<file path="config.mk">
export PLATFORM = sky130hd
export DESIGN_NAME = seg7_scan_driver
export DESIGN_NICKNAME = d
export VERILOG_FILES = /design/src/rtl/seg7_scan_driver.sv
export SDC_FILE = /design/constraint.sdc
export NUM_CORES = 1
export LEC_CHECK = 0
export ABC_AREA = 0
export CAP_MARGIN = 20
export CORE_MARGIN = 2
export CORE_UTILIZATION = 30
export DETAILED_ROUTE_END_ITERATION = 7
export PLACE_DENSITY = 0.59
export SLEW_MARGIN = 30
export SYNTH_ARGS = -nofsm -noshare
export SYNTH_HDL_FRONTEND = slang
export SYNTH_SLANG_ARGS = --single-unit
</file>
<file path="constraint.sdc">
create_clock -name clk -period 3.6 [get_ports clk]
set_clock_uncertainty 0.05 [all_clocks]
set_input_delay 0.54 -clock clk [delete_from_list [all_inputs] [get_ports clk]]
set_output_delay 0.54 -clock clk [all_outputs]
set_load 0.005 [all_outputs]
</file>
<file path="src/rtl/seg7_scan_driver.sv">
`default_nettype none
// ============================================================================
// Module   : seg7_scan_driver
// Purpose  : Time-multiplexed driver for a DIGITS-digit seven-segment display.
//            Holds one 4-bit value per digit and decodes it to a segment
//            pattern (hex, or BCD with 10-15 blank). Digits are scanned
//            round-robin, each for SCAN_DIV cycles. The first cycle of every
//            slot is a dark gap so the previous digit cannot ghost. New values
//            arrive over a valid/ready handshake and are committed only at
//            the frame wrap, so a frame never mixes old and new digits.
//            Optional leading-zero blanking.
// Ports    : clk        - system clock, rising edge
//            rst        - synchronous active-high reset
//            load_valid - load_data carries a new frame
//            load_ready - a new frame can be accepted
//            load_data  - digit i = load_data[4*i+3:4*i], digit 0 = LSD
//            lz_blank   - blank leading zeros (sampled every cycle)
//            seg        - segments, seg[0]=a .. seg[6]=g
//            dig_en     - one-hot digit enable
// Revision : 1.0 - initial release
// ============================================================================
module seg7_scan_driver #(
  parameter int DIGITS     = 4,
  parameter int SCAN_DIV   = 1000,
  parameter int HEX_MODE   = 1,
  parameter int ACTIVE_LOW = 0
) (
  input  logic                  clk,
  input  logic                  rst,
  input  logic                  load_valid,
  output logic                  load_ready,
  input  logic [4*DIGITS-1:0]   load_data,
  input  logic                  lz_blank,
  output logic [6:0]            seg,
  output logic [DIGITS-1:0]     dig_en
);

  localparam int DIV_W = (SCAN_DIV > 1) ? $clog2(SCAN_DIV) : 1;
  localparam int IDX_W = (DIGITS > 1) ? $clog2(DIGITS) : 1;
  localparam logic [DIV_W-1:0]  DIV_LAST = DIV_W'(SCAN_DIV - 1);
  localparam logic [IDX_W-1:0]  IDX_LAST = IDX_W'(DIGITS - 1);
  localparam logic [6:0]        SEG_OFF  = (ACTIVE_LOW != 0) ? 7'h7F : 7'h00;
  localparam logic [DIGITS-1:0] DIG_OFF  = (ACTIVE_LOW != 0) ? {DIGITS{1'b1}} : {DIGITS{1'b0}};

  typedef enum logic [0:0] {
    RUN  = 1'b0,
    PEND = 1'b1
  } state_t;

  state_t                state_q, state_d;
  logic [DIV_W-1:0]      div_q, div_d;
  logic [IDX_W-1:0]      idx_q, idx_d;
  logic [4*DIGITS-1:0]   display_q, display_d;
  logic [4*DIGITS-1:0]   shadow_q, shadow_d;
  logic [6:0]            seg_q, seg_d;
  logic [DIGITS-1:0]     dig_en_q, dig_en_d;

  logic                  slot_end;
  logic                  frame_wrap;
  logic [3:0]            cur_val;
  logic                  nz_acc;
  logic                  higher_nz;
  logic                  blank;
  logic [DIGITS-1:0]     onehot;
  logic [6:0]            seg_raw;
  logic [DIGITS-1:0]     dig_raw;

  // Fixed segment table, bit6..0 = g..a.
  function automatic logic [6:0] decode(input logic [3:0] v);
    logic [6:0] p;
    case (v)
      4'h0: p = 7'h3F;
      4'h1: p = 7'h06;
      4'h2: p = 7'h5B;
      4'h3: p = 7'h4F;
      4'h4: p = 7'h66;
      4'h5: p = 7'h6D;
      4'h6: p = 7'h7D;
      4'h7: p = 7'h07;
      4'h8: p = 7'h7F;
      4'h9: p = 7'h6F;
      4'hA: p = 7'h77;
      4'hB: p = 7'h7C;
      4'hC: p = 7'h39;
      4'hD: p = 7'h5E;
      4'hE: p = 7'h79;
      default: p = 7'h71;
    endcase
    if ((HEX_MODE == 0) && (v > 4'h9)) begin
      p = 7'h00;
    end
    return p;
  endfunction

  // Scan counters and load/commit FSM.
  always_comb begin
    state_d   = state_q;
    div_d     = div_q;
    idx_d     = idx_q;
    display_d = display_q;
    shadow_d  = shadow_q;

    slot_end   = (div_q == DIV_LAST);
    frame_wrap = slot_end && (idx_q == IDX_LAST);

    if (slot_end) begin
      div_d = '0;
      idx_d = (idx_q == IDX_LAST) ? '0 : idx_q + IDX_W'(1);
    end else begin
      div_d = div_q + DIV_W'(1);
    end

    case (state_q)
      RUN: begin
        // An accept on the wrap edge lands in shadow only; the commit
        // waits for the next wrap so this frame stays coherent.
        if (load_valid) begin
          shadow_d = load_data;
          state_d  = PEND;
        end
      end
      PEND: begin
        if (frame_wrap) begin
          display_d = shadow_q;
          state_d   = RUN;
        end
      end
      default: state_d = RUN;
    endcase
  end

  // Output pattern for the digit currently addressed by idx.
  always_comb begin
    cur_val   = 4'h0;
    nz_acc    = 1'b0;
    higher_nz = 1'b0;
    onehot    = '0;
    // Walk from the most significant digit down, accumulating whether any
    // digit at or above the current position is non-zero.
    for (int i = DIGITS - 1; i >= 0; i--) begin
      nz_acc = nz_acc | (display_q[4*i +: 4] != 4'h0);
      if (idx_q == IDX_W'(i)) begin
        cur_val   = display_q[4*i +: 4];
        higher_nz = nz_acc;
        onehot[i] = 1'b1;
      end
    end

    // Digit 0 always shows, so a zero value still displays as "0".
    blank   = lz_blank && (idx_q != '0) && !higher_nz;
    seg_raw = blank ? 7'h00 : decode(cur_val);
    dig_raw = (div_q == '0) ? '0 : onehot;

    seg_d    = (ACTIVE_LOW != 0) ? ~seg_raw : seg_raw;
    dig_en_d = (ACTIVE_LOW != 0) ? ~dig_raw : dig_raw;
  end

  always_ff @(posedge clk) begin
    if (rst) begin
      state_q   <= RUN;
      div_q     <= '0;
      idx_q     <= '0;
      display_q <= '0;
      shadow_q  <= '0;
      seg_q     <= SEG_OFF;
      dig_en_q  <= DIG_OFF;
    end else begin
      state_q   <= state_d;
      div_q     <= div_d;
      idx_q     <= idx_d;
      display_q <= display_d;
      shadow_q  <= shadow_d;
      seg_q     <= seg_d;
      dig_en_q  <= dig_en_d;
    end
  end

  assign load_ready = (state_q == RUN);
  assign seg        = seg_q;
  assign dig_en     = dig_en_q;

endmodule
`default_nettype wire

</file>
==> run_results.csv <==
group,metric,value,unit
layout,drive_gt1_share,4.531,%
setup_path,worstSetupEndpointType,"flop",
synth,synth_top_area_share,45.12,%
clocking,cts_buffers,5,
placement,dp_worst_setup_slack,1.089,ns
layout,fin_nets,341,
layout,num_antenna_cells,0,
outcome,status,"complete, no violations",
job,maxCapViolations,0,
power,powerDensity,391.1,nW/µm²
placement,dpl.cell_count,406,
drt,dr_wl_met3,237,µm
power,sequentialPowerShare,55.4,%
synth,synthFlopType,"dfxtp_1",
sta,slew_violations,0,
power,switchingPower,0.2429,mW
sta,setup_viol,0,
global_routing,grt_max_degree,37,
drt,wl_met2,2.156,mm
sta,hold_viol,0,
drt,avgRoutedWirePerCell,11.70,µm
clocking,path_clk_slew,0.10,ns
power,ir_worst_vdd,0.1596,mV
synth,synthTopCellsByArea,"dfxtp_1, mux2i_1, ha_1, nand2_1, nor2_1",
sta,worst-slew-pin-transition,0.9043,ns
synth,yosysSeqAreaShare,45.12,%
synth,syn_area,2485,µm²
sta,hold_ws,0.4087,ns
floorplanning,initial_core_util,30.55,%
drt,drt_iter0_markers,109,
setup_path,reg2reg_depth,9,
synth,synth_top_area_cell,"dfxtp_1",
setup_path,crit_fanout,10,
setup_path,critPathArrivalTime,2.66,ns
drt,top_layer,"met4",
floorplanning,die_width,95.01,µm
drt,drc,0,
layout,nFillCells,834,
layout,postLayoutCellArea,2990,µm²
sta,rsz0062_at_grt,"no",
floorplanning,coreArea,8134,µm²
setup_path,critical_path_class,"flop to flop",
synth,synthArstFlopShare,0,%
synth,yosysWarningCount,0,
hold_path,worst_hold_path_type,"flop to flop",
power,leakagePower,1.254,nW
floorplanning,rows,33,
sta,fin_crit,2.516,ns
clocking,cts_num_sinks,56,
power,switching_share,20.77,%
clocking,clk_latency,0.30,ns
sta,finalSetupTns,0,ns
placement,dp_hpwl,3.552,mm
global_routing,grt_pass1_vias,1804,
placement,dpl_cell_area,2864,µm²
floorplanning,num_io_pins,32,
clocking,postCtsSetupBuffers,0,
sta,period_share,69.90,%
synth,synth_edf_count,0,
layout,syn_to_final_growth,20.34,%
drt,routed_wl,4.845,mm
power,p_int,0.9266,mW
synth,ys_seq_elements,56,
sta,slew_headroom,39.72,%
global_routing,grt_pass1_wl,8.190,mm
setup_path,critical_path_required,3.74,ns
drt,avgViaCountPerCell,4.686,
drt,antenna_left,0,
drt,dr.pass1.iters,4,
layout,final_cells,414,
sta,worst_slack,1.084,ns
clocking,clk_path_buf_depth,2,
global_routing,antenna_found_initial,0,
setup_path,start_kind,"flop",
synth,avgSynthCellArea,8.812,µm²
clocking,htreeDepth,2,
floorplanning,die_area,9027,µm²
sta,fmax,397.4,MHz
global_routing,grtUsageTotal,11.33,%
placement,io_buffers,31,
hold_path,hold_depth,2,
floorplanning,die_height,95.01,µm
drt,wl_met1,2.399,mm
synth,synth_top_cells_by_count,"dfxtp_1, nand2_1, nor2_1",
power,comb_power_share,6.7,%
synth,yosysMostFrequentCell,"dfxtp_1",
synth,synth_cells,282,
clocking,ctsResizeCount,0,
clocking,cts_tree,"built",
global_routing,grt_remaining_overflow,0,
synth,ys_types,40,
power,power_frac_clock,37.9,%
placement,gp_congestion,0.7804,
synth,synth_fp_nets,315,
clocking,cts.hold.buffers_added,0,
clocking,clockRootBuffer,"clkbuf_8",
drt,vias,1940,
[state kept, by name (all words and copies together) (netlist names)]
signal,flops
display_q,16
shadow_q,16
div_q,10
seg,7
dig_en,4
idx_q,2
state_q,1
[routing by layer]
metal	vias up	global-route usage, %
met2	48	18.03
met5	-	0
li1	1002	-
met4	0	2.899
met1	883	15.28
met3	7	3.004
[through the flow]
stage	power (mW)	util [%]
after floorplan	0.6982	-
after global placement	0.7419	35.21
after detailed placement	0.7430	35.21
after CTS	1.183	36.76
after global routing	1.213	36.76
final	1.170	36.76
[cell type report]
type	instances	area, µm²	share of cell area, %
multi-input combinational	199	1234	41.26
sequential	56	1121	37.49
timing repair buffer	34	332.8	11.13
tap	105	131.4	4.393
clock buffer	7	96.34	3.222
inverter	12	45.04	1.506
clock inverter	1	30.03	1.004
[cells in the final DEF (no fill, tap or decap), drive strengths merged, types with 5 or more instances in the layout]
master	n
inv	12
ha	13
dfxtp	56
nand2	43
xor2	5
nor2	39
nand3	6
clkbuf	7
clkdlybuf4s50	31
mux2i	18
a21oi	23
[final timing paths]
check | from | endpoint | slack, ns
max reg2reg | idx_q[0]$_SDFFE_PP0N_ | seg[4]$_SDFF_PP0_ | 1.08
max | idx_q[0]$_SDFFE_PP0N_ | seg[4]$_SDFF_PP0_ | 1.08
min | shadow_q[6]$_SDFFE_PP0P_ | shadow_q[6]$_SDFFE_PP0P_ | 0.41
min reg2reg | shadow_q[6]$_SDFFE_PP0P_ | shadow_q[6]$_SDFFE_PP0P_ | 0.41
[power by group through the flow]
stage | sequential, mW | combinational (mW) | clock (mW)
detailed placement | 0.663 | 0.0800 | 0
floorplan | 0.661 | 0.0373 | 0
CTS | 0.648 | 0.0803 | 0.454
global placement | 0.663 | 0.0792 | 0
finish | 0.648 | 0.0786 | 0.443
global route | 0.651 | 0.0889 | 0.473
[cell families after synthesis]
kind of cell	after synthesis	share of synthesized area [%]
AOI/OAI and AO/OA	42	10.73
xor gates and xnor gates	8	2.820
adders and majority gates	13	6.546
buffers and inverters	27	5.236
DFF	56	45.12
muxes	18	7.251
and+or+nand+nor	118	22.31
[critical path, stage by stage, from the launching register on]
cell	delay, ns
dfxtp_1	0.41
inv_1	0.08
ha_1	0.30
nand3b_1	0.19
a221oi_1	0.54
inv_1	0.27
ha_1	0.25
mux2i_1	0.12
a22o_1	0.15
nor2_1	0.04
(Power assumes the default switching activity.)
